<file path="src/rtl/debug_unit_param.sv">
// debug_unit_param: UART-side debug controller for the MIPS core.
// Loads instruction RAM from host bytes, runs the core freely or one step
// at a time, and streams DUMP_WORDS debug words back to the host.
module debug_unit_param #(
    parameter int                DATA_W     = 32,
    parameter int                ADDR_W     = 11,
    parameter int                DUMP_WORDS = 4,
    parameter logic [DATA_W-1:0] HALT_WORD  = {DATA_W{1'b1}},
    localparam int               SEL_W      = (DUMP_WORDS > 1) ? $clog2(DUMP_WORDS) : 1
) (
    input  logic              clk,
    input  logic              reset,
    input  logic              rx_done_tick,
    input  logic [7:0]        rx_data_in,
    input  logic              tx_done_tick,
    output logic              tx_start,
    output logic [7:0]        data_out,
    input  logic              halt,
    input  logic [DATA_W-1:0] dump_data,
    output logic [SEL_W-1:0]  dump_sel,
    output logic [ADDR_W-1:0] addr_mem_inst,
    output logic [DATA_W-1:0] ins_to_mem,
    output logic              wr_ram_inst,
    output logic              ctrl_clk_mips,
    output logic              debug,
    output logic              load_done
);

    localparam int BYTES  = DATA_W / 8;
    localparam int BCNT_W = (BYTES > 1) ? $clog2(BYTES) : 1;

    localparam logic [BCNT_W-1:0] LAST_BYTE = BCNT_W'(BYTES - 1);
    localparam logic [SEL_W-1:0]  LAST_SEL  = SEL_W'(DUMP_WORDS - 1);

    localparam logic [7:0] CMD_LOAD = 8'h01;
    localparam logic [7:0] CMD_RUN  = 8'h02;
    localparam logic [7:0] CMD_STEP = 8'h03;
    localparam logic [7:0] CMD_NEXT = 8'h04;
    localparam logic [7:0] CMD_EXIT = 8'h05;

    localparam logic [3:0] S_IDLE       = 4'd0;
    localparam logic [3:0] S_LOAD       = 4'd1;
    localparam logic [3:0] S_WRITE      = 4'd2;
    localparam logic [3:0] S_RUN        = 4'd3;
    localparam logic [3:0] S_STEP_WAIT  = 4'd4;
    localparam logic [3:0] S_STEP_EXEC  = 4'd5;
    localparam logic [3:0] S_DUMP_SEL   = 4'd6;
    localparam logic [3:0] S_DUMP_LATCH = 4'd7;
    localparam logic [3:0] S_DUMP_TX    = 4'd8;
    localparam logic [3:0] S_DUMP_WAIT  = 4'd9;

    logic [3:0]        r_state;
    logic              r_rx_d;
    logic              r_rx_dd;
    logic [7:0]        r_rx_data;
    logic              r_tx_d;
    logic              r_tx_dd;
    logic [BCNT_W-1:0] r_byte;
    logic [DATA_W-1:0] r_word;
    logic [ADDR_W-1:0] r_addr;
    logic [DATA_W-1:0] r_dump_word;
    logic [SEL_W-1:0]  r_dump_sel;
    logic [7:0]        r_data_out;
    logic              r_tx_start;
    logic              r_from_run;

    logic w_rx_evt;
    logic w_tx_evt;
    logic w_load_end;

    // A tick counts once, on the rising edge of its registered copy.
    assign w_rx_evt   = r_rx_d & ~r_rx_dd;
    assign w_tx_evt   = r_tx_d & ~r_tx_dd;
    // A load ends on the halt word or when the last RAM address was written.
    assign w_load_end = (r_word == HALT_WORD) || (&r_addr);

    // Main control FSM with tick edge detection and datapath registers.
    always_ff @(posedge clk) begin
        if (!reset) begin
            r_state     <= S_IDLE;
            r_rx_d      <= 1'b0;
            r_rx_dd     <= 1'b0;
            r_rx_data   <= 8'h00;
            r_tx_d      <= 1'b0;
            r_tx_dd     <= 1'b0;
            r_byte      <= '0;
            r_word      <= '0;
            r_addr      <= '0;
            r_dump_word <= '0;
            r_dump_sel  <= '0;
            r_data_out  <= 8'h00;
            r_tx_start  <= 1'b0;
            r_from_run  <= 1'b0;
        end else begin
            r_rx_d     <= rx_done_tick;
            r_rx_dd    <= r_rx_d;
            r_rx_data  <= rx_data_in;
            r_tx_d     <= tx_done_tick;
            r_tx_dd    <= r_tx_d;
            r_tx_start <= 1'b0;
            case (r_state)
                S_IDLE: begin
                    if (w_rx_evt) begin
                        case (r_rx_data)
                            CMD_LOAD: begin
                                r_byte  <= '0;
                                r_state <= S_LOAD;
                            end
                            CMD_RUN:  r_state <= S_RUN;
                            CMD_STEP: r_state <= S_STEP_WAIT;
                            default:  r_state <= S_IDLE;
                        endcase
                    end
                end
                S_LOAD: begin
                    if (w_rx_evt) begin
                        r_word[{r_byte, 3'b000} +: 8] <= r_rx_data;
                        if (r_byte == LAST_BYTE) begin
                            r_byte  <= '0;
                            r_state <= S_WRITE;
                        end else begin
                            r_byte <= r_byte + 1'b1;
                        end
                    end
                end
                S_WRITE: begin
                    if (w_load_end) begin
                        r_addr  <= '0;
                        r_state <= S_IDLE;
                    end else begin
                        r_addr  <= r_addr + 1'b1;
                        r_state <= S_LOAD;
                    end
                end
                S_RUN: begin
                    if (halt) begin
                        r_from_run <= 1'b1;
                        r_dump_sel <= '0;
                        r_state    <= S_DUMP_SEL;
                    end
                end
                S_STEP_WAIT: begin
                    if (w_rx_evt) begin
                        if (r_rx_data == CMD_NEXT) begin
                            r_state <= S_STEP_EXEC;
                        end else if (r_rx_data == CMD_EXIT) begin
                            r_state <= S_IDLE;
                        end else begin
                            r_state <= S_STEP_WAIT;
                        end
                    end
                end
                S_STEP_EXEC: begin
                    r_from_run <= 1'b0;
                    r_dump_sel <= '0;
                    r_state    <= S_DUMP_SEL;
                end
                S_DUMP_SEL: begin
                    // dump_sel is stable this cycle; dump_data is valid next.
                    r_state <= S_DUMP_LATCH;
                end
                S_DUMP_LATCH: begin
                    r_dump_word <= dump_data;
                    r_byte      <= '0;
                    r_state     <= S_DUMP_TX;
                end
                S_DUMP_TX: begin
                    r_data_out <= r_dump_word[{r_byte, 3'b000} +: 8];
                    r_tx_start <= 1'b1;
                    r_state    <= S_DUMP_WAIT;
                end
                S_DUMP_WAIT: begin
                    if (w_tx_evt) begin
                        if (r_byte == LAST_BYTE) begin
                            r_byte <= '0;
                            if (r_dump_sel == LAST_SEL) begin
                                r_dump_sel <= '0;
                                r_state    <= (r_from_run || halt) ? S_IDLE : S_STEP_WAIT;
                            end else begin
                                r_dump_sel <= r_dump_sel + 1'b1;
                                r_state    <= S_DUMP_SEL;
                            end
                        end else begin
                            r_byte  <= r_byte + 1'b1;
                            r_state <= S_DUMP_TX;
                        end
                    end
                end
                default: r_state <= S_IDLE;
            endcase
        end
    end

    // The core clock enable drops in the same cycle halt rises.
    assign ctrl_clk_mips = ((r_state == S_RUN) && !halt) || (r_state == S_STEP_EXEC);
    assign debug         = (r_state != S_RUN);
    assign wr_ram_inst   = (r_state == S_WRITE);
    assign load_done     = (r_state == S_WRITE) && w_load_end;
    assign ins_to_mem    = r_word;
    assign addr_mem_inst = r_addr;
    assign tx_start      = r_tx_start;
    assign data_out      = r_data_out;
    assign dump_sel      = r_dump_sel;

endmodule
</file>
<file path="config.mk">
export PLATFORM = sky130hd
export DESIGN_NAME = debug_unit_param
export DESIGN_NICKNAME = d
export VERILOG_FILES = /design/src/rtl/debug_unit_param.sv
export SDC_FILE = /design/constraint.sdc
export NUM_CORES = 1
export LEC_CHECK = 0
export ABC_AREA = 0
export ABC_CLOCK_PERIOD_IN_PS = 2300
export BUFFER_PORTS_ARGS = -buffer_cell sky130_fd_sc_hd__buf_4
export CAP_MARGIN = 15
export CORE_MARGIN = 1.5
export CORE_UTILIZATION = 49
export DETAILED_ROUTE_END_ITERATION = 7
export PLACE_DENSITY_LB_ADDON = 0.12
export SYNTH_ARGS = -nofsm -noshare
export SYNTH_HDL_FRONTEND = slang
export SYNTH_SLANG_ARGS = --single-unit
</file>
<file path="constraint.sdc">
create_clock -name clk -period 2.3 [get_ports clk]
set_input_delay 0.115 -clock clk [delete_from_list [all_inputs] [get_ports clk]]
set_output_delay 0.115 -clock clk [all_outputs]
set_load 0.03 [all_outputs]
</file>
==> flow_summary.json <==
{
  "drive_above_1_share_pct": 22.2,
  "ys_warn_count": 0,
  "slew_violations": 0,
  "setup_slack_ns": 0.160,
  "clockRootBuffer": "clkbuf_8",
  "rsz0062_at_grt": "no",
  "mostFrequentLayoutCells": "nand2_1, buf_4, dfxtp_1",
  "crit_fanout": 4,
  "cts_tree": "yes",
  "syn_area_per_cell_um2": 8.78,
  "p_comb_share_pct": 9.8,
  "cp_slowest_cell": "nor4_1",
  "fin_skew_ns": 0.0179,
  "ys_seq_elements": 105,
  "place.gp.congestion": 0.875,
  "ant_nets": 0,
  "final_common_cell": "nand2_1",
  "p_sw_uw": 865,
  "start_util_pct": 50.6,
  "grt_usage_pct": 23.8,
  "finalPower_uw": 3330,
  "die_y_um": 101,
  "portBuffers": 102,
  "dp_hpwl_um": 8080,
  "cp.arrival_ns": 2.03,
  "dpl_worst_slack_ns": 0.373,
  "fin_hold_ws_ns": 0.0130,
  "dr.pass1.iters": 5,
  "synthArstFlopShare_pct": 0,
  "final_hold_viol_count": 0,
  "finalCritPeriodShare_pct": 93.1,
  "num_antenna_cells": 0,
  "grt_pass1_vias": 4035,
  "via_per_inst": 5.38,
  "num_vias": 4290,
  "dpl_cell_area_um2": 5580,
  "drtIter0Drc": 179,
  "slowest_delay_ns": 0.57,
  "r2r_setup_slack_ns": 0.30,
  "power.density_nw_per_um2": 544,
  "die_x_um": 101,
  "maxSlewHeadroom_pct": 54.8,
  "drt-total-wl_um": 11900,
  "path_clk_slew_ns": 0.10,
  "antenna_found_initial": 0,
  "overflow": 0,
  "core_um2": 9280,
  "synthSimpleGateAreaFrac_pct": 26.3,
  "cap_viol_max_count": 0,
  "finalSetupViolCount": 0,
  "leakagePower_uw": 0.00229,
  "cts_made_buffers": 9,
  "grt_max_degree": 57,
  "die_area_um2": 10200,
  "synth_top_family_by_area": "simple AND/OR/NAND/NOR gates",
  "yosysTopAreaCell": "dfxtp_1",
  "status": "completed",
  "synth-edff-count": 0,
  "ys_seq_area_share_pct": 44.7,
  "clock_path_buffers": 2,
  "finalCriticalPeriod_ns": 2.14,
  "synth_area_leaders": "dfxtp_1, a21boi_0, nand2_1, nand3_1, mux4_2",
  "clock_sinks": 105,
  "synthToLayoutAreaGrowth_pct": 30.4,
  "synth_top_area_share_pct": 44.7,
  "peakVddDrop_mv": 0.371,
  "end_kind": "primary output",
  "wl_per_cell_um": 14.9,
  "clkLatencyLatePin_ns": 0.37,
  "crit_path_start_kind": "register",
  "fmax_mhz": 467,
  "syn_area_um2": 4700,
  "fin_nets": 715,
  "h-tree-depth": 3,
  "synth_compound_gate_area_share_pct": 17.1,
  "hp-class": "input pin to register",
  "ys.flop_type": "dfxtp_1",
  "rows": 35,
  "design_area_um2": 6130,
  "synth-xor-area-share_pct": 1.86,
  "syn_nets": 587,
  "drc": 0,
  "synthMuxAreaShare_pct": 4.05,
  "p_clk_share_pct": 33.8,
  "synthAdderAreaFrac_pct": 1.86,
  "grt_pass1_wl_um": 19100,
  "worst_pin_slew_ns": 0.672,
  "intPower_uw": 2470,
  "io_pins": 103,
  "path_class": "register to primary output",
  "synth_cell_types": 57,
  "crit_required_ns": 2.18,
  "power_frac_seq_pct": 56.4,
  "path_cells": "nand4_1 > nor4_1 > a32oi_1 > nor2_1 > buf_4",
  "swShare_pct": 26.0,
  "synthCells": 535,
  "tns_ns": 0
}
[cell type report]
class / instances / area (µm²)
timing repair buffer: 151 / 1230
sequential: 105 / 2100
clock buffer: 10 / 138
clock inverter: 6 / 53.8
fill: 792 / 3160
inverter: 8 / 30.0
tap: 129 / 161
multi-input combinational: 388 / 2410
[final timing paths]
check / endpoint / cells after the start / start
hold / removal: r_dump_word[19] / 3 / dump_data[19]
setup / recovery: load_done / 5 / ins_to_mem[3]
hold reg to reg: r_dump_word[3] / 2 / r_dump_word[3]
setup reg to reg: r_state[3] / 5 / r_state[2]
[through the flow]
stage | cells | util (%)
final | 797 | 66.0
after global routing | 797 | 66.0
after CTS | 797 | 66.0
after detailed placement | 746 | 60.1
after global placement | 746 | 60.1
after floorplan | 535 | -
[worst max-delay path, delay by kind of cell, from the launching register on]
| family | cells | cell delay, ns |
|---|---|---|
| buf+inv | 1 | 0.18 |
| flops | 1 | 0.41 |
| compound gates | 1 | 0.23 |
| simple gates | 3 | 0.85 |
[flip-flops by register name, indices dropped and copies added, names as in the netlist, 2 cells and up]
register       cells
dump_sel           2
addr_mem_inst     11
data_out           8
ins_to_mem        32
r_rx_data          8
r_dump_word       32
r_state            4
r_byte             2
[cell families (layout without fill, tap and decap cells)]
kind of cell             after synthesis  after routing
AO/OA/AOI/OAI                        108            108
AND/OR/NAND/NOR                      254            254
adder cells (fa/ha/maj)                7              7
XOR/XNOR                              10             10
flip-flops                           105            105
multiplexers                           9              9
buffers and inverters                 42            175
[metal layers]
metal | track usage [%] | wire (µm) | vias to the layer above
met5 | 0 | 0 | -
met4 | 7.80 | 167 | 0
met3 | 4.58 | 526 | 17
met2 | 40.4 | 5870 | 127
met1 | 30.4 | 5320 | 2038
li1 | - | - | 2108
[synth_stat cells, types with 3 or more instances]
library cell	instances
and3_1	3
or3_1	3
xnor2_1	6
mux4_2	8
nand2_1	125
o21ai_0	4
inv_1	8
nor2b_1	5
xor2_1	4
ha_1	7
nor4_1	5
and2_1	18
nand4_1	10
dfxtp_1	105
nand3_1	42
nor2_1	19
clkbuf_1	21
a21boi_1	5
a21oi_1	4
a21boi_0	73
a31oi_1	4
nor3b_1	6
buf_2	8
[power by group through the flow]
stage / sequential (µW) / clock [µW] / combinational, µW
after global placement: 1920 / 0 / 270
after floorplan: 1900 / 0 / 180
after detailed placement: 1920 / 0 / 273
after CTS: 1880 / 1150 / 321
final: 1880 / 1130 / 326
after global routing: 1880 / 1220 / 353
[repair_timing]
action                    in CTS  in global routing
gates resized for setup        0                  0
buffers inserted               0                  0
hold buffers                  35                  0
hold endpoints to repair      35                  0
(Power assumes the default switching activity.)
